==> config.mk <==
export PLATFORM = sky130hd
export DESIGN_NAME = instr_fetch_queue
export DESIGN_NICKNAME = d
export VERILOG_FILES = /design/src/rtl/instr_fetch_queue.sv
export SDC_FILE = /design/constraint.sdc
export NUM_CORES = 1
export LEC_CHECK = 0
export BUFFER_PORTS_ARGS = -buffer_cell sky130_fd_sc_hd__buf_2
export CELL_PAD_IN_SITES_DETAIL_PLACEMENT = 1
export CELL_PAD_IN_SITES_GLOBAL_PLACEMENT = 1
export CORE_UTILIZATION = 52
export CTS_CLUSTER_DIAMETER = 120
export DETAILED_ROUTE_END_ITERATION = 8
export GPL_ROUTABILITY_DRIVEN = 0
export GPL_TIMING_DRIVEN = 1
export PLACE_DENSITY = 0.93
export REMOVE_ABC_BUFFERS = 1
export SYNTH_ARGS = -nofsm -noshare
export SYNTH_HDL_FRONTEND = slang
export SYNTH_SLANG_ARGS = --single-unit
==> constraint.sdc <==
create_clock -name clk -period 5.2 [get_ports clk]
set_input_delay 1.04 -clock clk [delete_from_list [all_inputs] [get_ports clk]]
set_output_delay 1.04 -clock clk [all_outputs]
set_load 0.005 [all_outputs]
==> src/rtl/instr_fetch_queue.sv <==
// Instruction fetch stage: sequential fetch over a req/ack memory port into a small
// {pc, word} FIFO presented to decode with valid/ready; redirects flush and refetch.
module instr_fetch_queue #(
  parameter int unsigned DEPTH    = 4,
  parameter logic [31:0] RESET_PC = 32'h0000_0000
) (
  input  logic        clk,
  input  logic        rst,
  input  logic        redirect_i,
  input  logic [31:0] redirect_pc_i,
  output logic        mem_req_o,
  output logic [31:0] mem_addr_o,
  input  logic        mem_ack_i,
  input  logic [31:0] mem_rdata_i,
  output logic        inst_valid_o,
  output logic [31:0] inst_data_o,
  output logic [31:0] inst_pc_o,
  input  logic        inst_ready_i
);

  localparam int unsigned PtrW = (DEPTH > 1) ? $clog2(DEPTH) : 1;
  localparam int unsigned CntW = $clog2(DEPTH + 1);
  localparam logic [CntW-1:0] CntFull = CntW'(DEPTH);
  localparam logic [CntW-1:0] CntOne  = CntW'(1);
  localparam logic [PtrW-1:0] PtrOne  = PtrW'(1);

  typedef enum logic [1:0] {StIdle, StReq, StDiscard} state_e;

  state_e            state_q, state_d;
  logic [31:0]       fetch_pc_q, fetch_pc_d;
  logic [31:0]       discard_addr_q, discard_addr_d;
  logic [CntW-1:0]   count_q, count_d;
  logic [PtrW-1:0]   wr_ptr_q, wr_ptr_d;
  logic [PtrW-1:0]   rd_ptr_q, rd_ptr_d;
  logic [31:0]       pc_mem_q   [DEPTH];
  logic [31:0]       data_mem_q [DEPTH];

  logic              push;
  logic              pop;
  logic [31:0]       redirect_target;
  logic [1:0]        unused_redirect_lsb;

  assign redirect_target     = {redirect_pc_i[31:2], 2'b00};
  assign unused_redirect_lsb = redirect_pc_i[1:0];

  assign push = (state_q == StReq) && mem_ack_i && !redirect_i;
  assign pop  = (count_q != '0) && inst_ready_i && !redirect_i;

  // Datapath next-state: occupancy, pointers and fetch address.
  always_comb begin
    count_d        = count_q;
    wr_ptr_d       = wr_ptr_q;
    rd_ptr_d       = rd_ptr_q;
    fetch_pc_d     = fetch_pc_q;
    discard_addr_d = discard_addr_q;
    if (redirect_i) begin
      count_d    = '0;
      wr_ptr_d   = '0;
      rd_ptr_d   = '0;
      fetch_pc_d = redirect_target;
      // Remember the abandoned address so mem_addr stays stable while draining.
      if ((state_q == StReq) && !mem_ack_i) begin
        discard_addr_d = fetch_pc_q;
      end
    end else begin
      unique case ({push, pop})
        2'b10:   count_d = count_q + CntOne;
        2'b01:   count_d = count_q - CntOne;
        default: count_d = count_q;
      endcase
      if (push) begin
        wr_ptr_d   = wr_ptr_q + PtrOne;
        fetch_pc_d = fetch_pc_q + 32'd4;
      end
      if (pop) begin
        rd_ptr_d = rd_ptr_q + PtrOne;
      end
    end
  end

  always_ff @(posedge clk) begin
    if (rst) begin
      count_q        <= '0;
      wr_ptr_q       <= '0;
      rd_ptr_q       <= '0;
      fetch_pc_q     <= RESET_PC;
      discard_addr_q <= '0;
    end else begin
      count_q        <= count_d;
      wr_ptr_q       <= wr_ptr_d;
      rd_ptr_q       <= rd_ptr_d;
      fetch_pc_q     <= fetch_pc_d;
      discard_addr_q <= discard_addr_d;
    end
  end

  always_ff @(posedge clk) begin
    if (push) begin
      pc_mem_q[wr_ptr_q]   <= fetch_pc_q;
      data_mem_q[wr_ptr_q] <= mem_rdata_i;
    end
  end

  // FSM state register.
  always_ff @(posedge clk) begin
    if (rst) begin
      state_q <= StIdle;
    end else begin
      state_q <= state_d;
    end
  end

  // FSM next-state logic.
  always_comb begin
    state_d = state_q;
    if (redirect_i) begin
      if ((state_q != StIdle) && !mem_ack_i) begin
        state_d = StDiscard;
      end else begin
        state_d = StReq;
      end
    end else begin
      unique case (state_q)
        StIdle: begin
          if (count_d < CntFull) state_d = StReq;
        end
        StReq: begin
          if (mem_ack_i) state_d = (count_d < CntFull) ? StReq : StIdle;
        end
        StDiscard: begin
          if (mem_ack_i) state_d = StReq;
        end
        default: state_d = StIdle;
      endcase
    end
  end

  // FSM outputs.
  always_comb begin
    mem_req_o  = (state_q != StIdle);
    mem_addr_o = (state_q == StDiscard) ? discard_addr_q : fetch_pc_q;
  end

  assign inst_valid_o = (count_q != '0);
  assign inst_data_o  = inst_valid_o ? data_mem_q[rd_ptr_q] : '0;
  assign inst_pc_o    = inst_valid_o ? pc_mem_q[rd_ptr_q] : '0;

endmodule

======== Word level (Yosys, flattened, before mapping) ========
Memory sizes are Yosys's and may differ from the RTL's. A register that Yosys moved wholly into a read port is not among the register bits.
Index checks and enable logic that the tools add are counted.
storage, ports and cells
  memories kept ........................... 2
  register bits after elaboration ......... 73
  bits in writable memories ............... 256
  output and inout bits ................... 98
cells by class
  magnitude comparators ................... 1
  add/subtract/negate cells ............... 5
  reductions and logical operators ........ 15
  equality and inequality tests ........... 7
  multiplexer cells ....................... 20
memories
  name        words  bits a word  rd ports  clocked after Yosys merged registers in  write ports  line  text
  data_mem_q  4      32           1         1                                        1            36    logic [31:0] data_mem_q [DEPTH];
  pc_mem_q    4      32           1         1                                        1            35    logic [31:0] pc_mem_q [DEPTH];
operator list
  kind                                                                number
  32-bit two-way mux                                                  5
  32-bit by 3-bit adder with 32-bit output, second input constant     1
  2-bit two-way mux                                                   9
  3-bit inequality test, second input constant                        3
  1-bit logical AND                                                   6
  2-bit one-hot mux with 3 select lines                               1
  3-bit one-hot mux with 2 select lines                               1
  2-bit by 1-bit adder with 2-bit output, second input constant       2
  2-bit by 1-bit == test with 1-bit output, second input constant     2
  2-bit == test, second input constant                                2
  2-bit nonzero test                                                  2
  3-bit by 1-bit adder with 3-bit output, second input constant       1
  3-bit less-than comparator, second input constant                   1
  1-bit two-way mux                                                   3
  3-bit two-way mux                                                   1
  3-bit AND reduction                                                 1
  3-bit nonzero test                                                  1
  3-bit by 1-bit subtractor with 3-bit output, second input constant  1
  1-bit zero test                                                     2
  2-bit zero test                                                     1
  2-bit AND reduction                                                 1
  2-bit OR reduction                                                  1

======== Logic depth before layout (Yosys ltp) ========
  depth after elaboration ................. 11
  gate-level depth with buffers ........... 10
  depth with buffers taken out ............ 9

======== Worst setup path before layout ========
Ideal clock, no wire load.
  path type ............................... input to register
  start ................................... input port mem_ack_i
  end ..................................... memory data_mem_q[0][0], enable pin
  required time ........................... 4.773 ns
  path slack .............................. 1.647 ns
  stages .................................. 4
  data arrival time ....................... 3.126 ns
  library setup time ...................... 0.427 ns
  cells stage by stage .................... buf_4 nand3b_1 nor2_1 and2_1
between the ends
  longest elaborated chain between the ends .. 4
ends and longest elaborated chain
  element                                  line  text
  start: declaration                       13    input logic mem_ack_i,
  1-bit logical AND (2 in series)          46    assign push = (state_q == StReq) && mem_ack_i && !redirect_i;
  1-bit two-way mux                        98    if (push) begin
  1-bit two-way mux (not written as such)  100   data_mem_q[wr_ptr_q] <= mem_rdata_i;
  end: declaration                         36
No other way between the ends.

==> out/qor.yml <==
status: "finished, final reports clean"
slew_violations: 0
die_y_um: 160
rsz0062_at_grt: "no"
vias: 7850
grt.total_usage_pct: 24.9
required_ns: 4.16
grt_start_max_net_pins: 63
final_util_pct: 62.3
ys_seq_elements: 319
critPathCaptureType: "output pin"
setup_viol_count_final: 0
placementRows: 57
clock_path_buffers: 3
path_class: "flop to output pin"
yosysMostFrequentCell: "edfxtp_1"
max_stage_delay_ns: 0.88
area_growth_pct: 16.8
skew_ns: 0.0202
n_antenna_cell: 0
p_leak_uw: 0.00534
first_iter_violations: 581
drc: 0
grt_pass1_vias: 8526
die_w_um: 160
arrival_ns: 2.69
tns_ns: 0
synth_compound_area_share_pct: 4.51
path_clk_slew_ns: 0.07
clk_latency_ns: 0.51
crit_chain: "buf_4 > mux4_2 > and2_1 > buf_2"
portBuffers: 160
grt_pass1_wl_mm: 48.4
netlist_area_um2: 13100
cp-start-kind: "flop"
antenna_found_initial: 0
synth.distinct_cells: 51
cts_hold_buf: 0
multi_input_area_um2: 3910
cts_inserted_buffers: 34
cap_violations: 0
cts_tree: "done"
ant_nets: 0
cts_resized: 0
ys_top_cells_by_count: "edfxtp_1 (248), nand2_1 (76), dfxtp_1 (71), and2_1 (68), mux4_2 (62)"
clock_sinks: 319
synthArstFlopShare_pct: 0
core-area_um2: 24500
yosysSeqAreaShare_pct: 67.9
clock.fmax_ghz: 0.268
yosys.area_share.adder_pct: 0.728
yosys_most_used_dff: "edfxtp_1"
root_buffer: "clkbuf_16"
min_period_ns: 3.73
htreeDepth: 2
dp_hpwl_mm: 18.5
worst-path-buf-inv: 2
syn_inst: 846
synth_xor_area_share_pct: 1.01
initial_utilization_pct: 53.4
synth_top_area_share_pct: 57.0
tightestPinTransition_ns: 1.16
regArea_um2: 8880
synthSimpleGateAreaFrac_pct: 9.99
final_nets: 1067
path_max_fanout: 40
wl_per_cell_um: 23.6
min_period_over_period_pct: 71.7
yosysTopAreaCell: "edfxtp_1"
yosys_warnings: 0
slew_headroom_pct: 22.5
ys_top_cells_by_area: "edfxtp_1 (57%), dfxtp_1 (11%), mux4_2 (11%)"
synth_top_family_by_area: "multiplexers"
syn_avg_cell_area_um2: 15.4
fp.dieArea_um2: 25700
grt_overflow: 0
power_density_nw_per_um2: 365
routed_wl_mm: 31.6
firstDrtPassIters: 5
synth_edf_count: 248
cp_top_family: "flip-flops"
hp-class: "flop to flop"
synth.area.mux_share_pct: 13.4
hold_violations: 0
cp_slowest_cell: "dfxtp_4"
nFillCells: 2311
cts_setup_buffers: 0
peakVddDrop_uv: 239
post_drt_via_cell_ratio: 5.86
reg2reg_slack_ns: 2.15
boundaryPins: 167
drive_gt1_share_pct: 32.5
-- kinds of logic after synthesis --
logic type               count (synthesis)
XOR/XNOR                                15
AND/OR/NAND/NOR                        246
AO/OA/AOI/OAI                           92
flip-flops                             319
multiplexers                            94
adder cells (fa/ha/maj)                  7
buffers and inverters                   72
other                                    1
-- registers in the layout, indices dropped and copies added (netlist names), named ones only --
| signal | cells |
|---|---|
| data_mem_q | 128 |
| count_q | 3 |
| pc_mem_q | 120 |
| wr_ptr_q | 2 |
| fetch_pc_q | 30 |
| state_q | 2 |
| rd_ptr_q | 2 |
| discard_addr_q | 30 |
-- metal layers --
| layer | track usage [%] | part of all wire [%] | up-vias | wire length, um |
|---|---|---|---|---|
| li1 | - | - | 3524 | - |
| met5 | 0 | 0 | - | 0 |
| met1 | 31.2 | 40 | 3989 | 12600 |
| met4 | 8.96 | 2.8 | 0 | 879 |
| met3 | 3.56 | 5.4 | 69 | 1720 |
| met2 | 44.0 | 52 | 268 | 16400 |
-- power breakdown --
| group | switching [uW] | total (uW) | internal (uW) | leakage [uW] |
|---|---|---|---|---|
| combinational | 129 | 228 | 99.3 | 0.00195 |
| sequential | 57.1 | 2850 | 2790 | 0.00283 |
| clock | 988 | 2490 | 1500 | 0.000560 |
| total | 1170 | 5560 | 4390 | 0.00534 |
-- through the flow --
| stage | hold WS [ns] | cells | cell area [um2] | total power [uW] | setup WS [ns] |
|---|---|---|---|---|---|
| after floorplan | 0.427 | 788 | 12800 | 2990 | 0.698 |
| after global placement | 0.438 | 1279 | 14100 | 3110 | 1.76 |
| after global routing | 0.483 | 1340 | 15200 | 5700 | 1.24 |
| after CTS | 0.459 | 1340 | 15200 | 5600 | 1.36 |
| final | 0.460 | 1340 | 15200 | 5560 | 1.47 |
| after detailed placement | 0.447 | 1279 | 14100 | 3130 | 1.59 |
-- cells in the final DEF (no fill, tap or decap), drive strengths merged, types with 10 or more instances in the layout --
cell type / n
nand2: 76
nor2: 36
and2: 68
o21ai: 10
mux4: 62
a211oi: 12
inv: 14
clkbuf: 43
a21oi: 38
nand3: 10
buf: 167
or4: 12
a311oi: 12
dfxtp: 71
edfxtp: 248
mux2: 29
o31ai: 10
-- worst min-delay path, cell delays in order, from the launching register on --
cell	delay, ns
dfxtp_1	0.31
nand2_1	0.05
a21oi_1	0.06
-- final cells by class --
class                      count  area share [%]
tap                          324            2.66
clock inverter                18            1.39
inverter                      11           0.271
timing repair buffer         167            5.60
multi-input combinational    458            25.7
sequential                   319            58.2
clock buffer                  43            6.20
-- path summary, 6_finish.rpt --
kind                                   start                              end  depth (start not counted)
max                                     flop                    inst_pc_o[20]                          4
min          discard_addr_q[10]$_SDFFE_PP0P_  discard_addr_q[10]$_SDFFE_PP0P_                          2
max reg2reg          state_q[0]$_SDFFE_PP0P_          state_q[0]$_SDFFE_PP0P_                          9
min reg2reg  discard_addr_q[10]$_SDFFE_PP0P_  discard_addr_q[10]$_SDFFE_PP0P_                          2
Note: power is estimated with default switching activity, not from simulation.
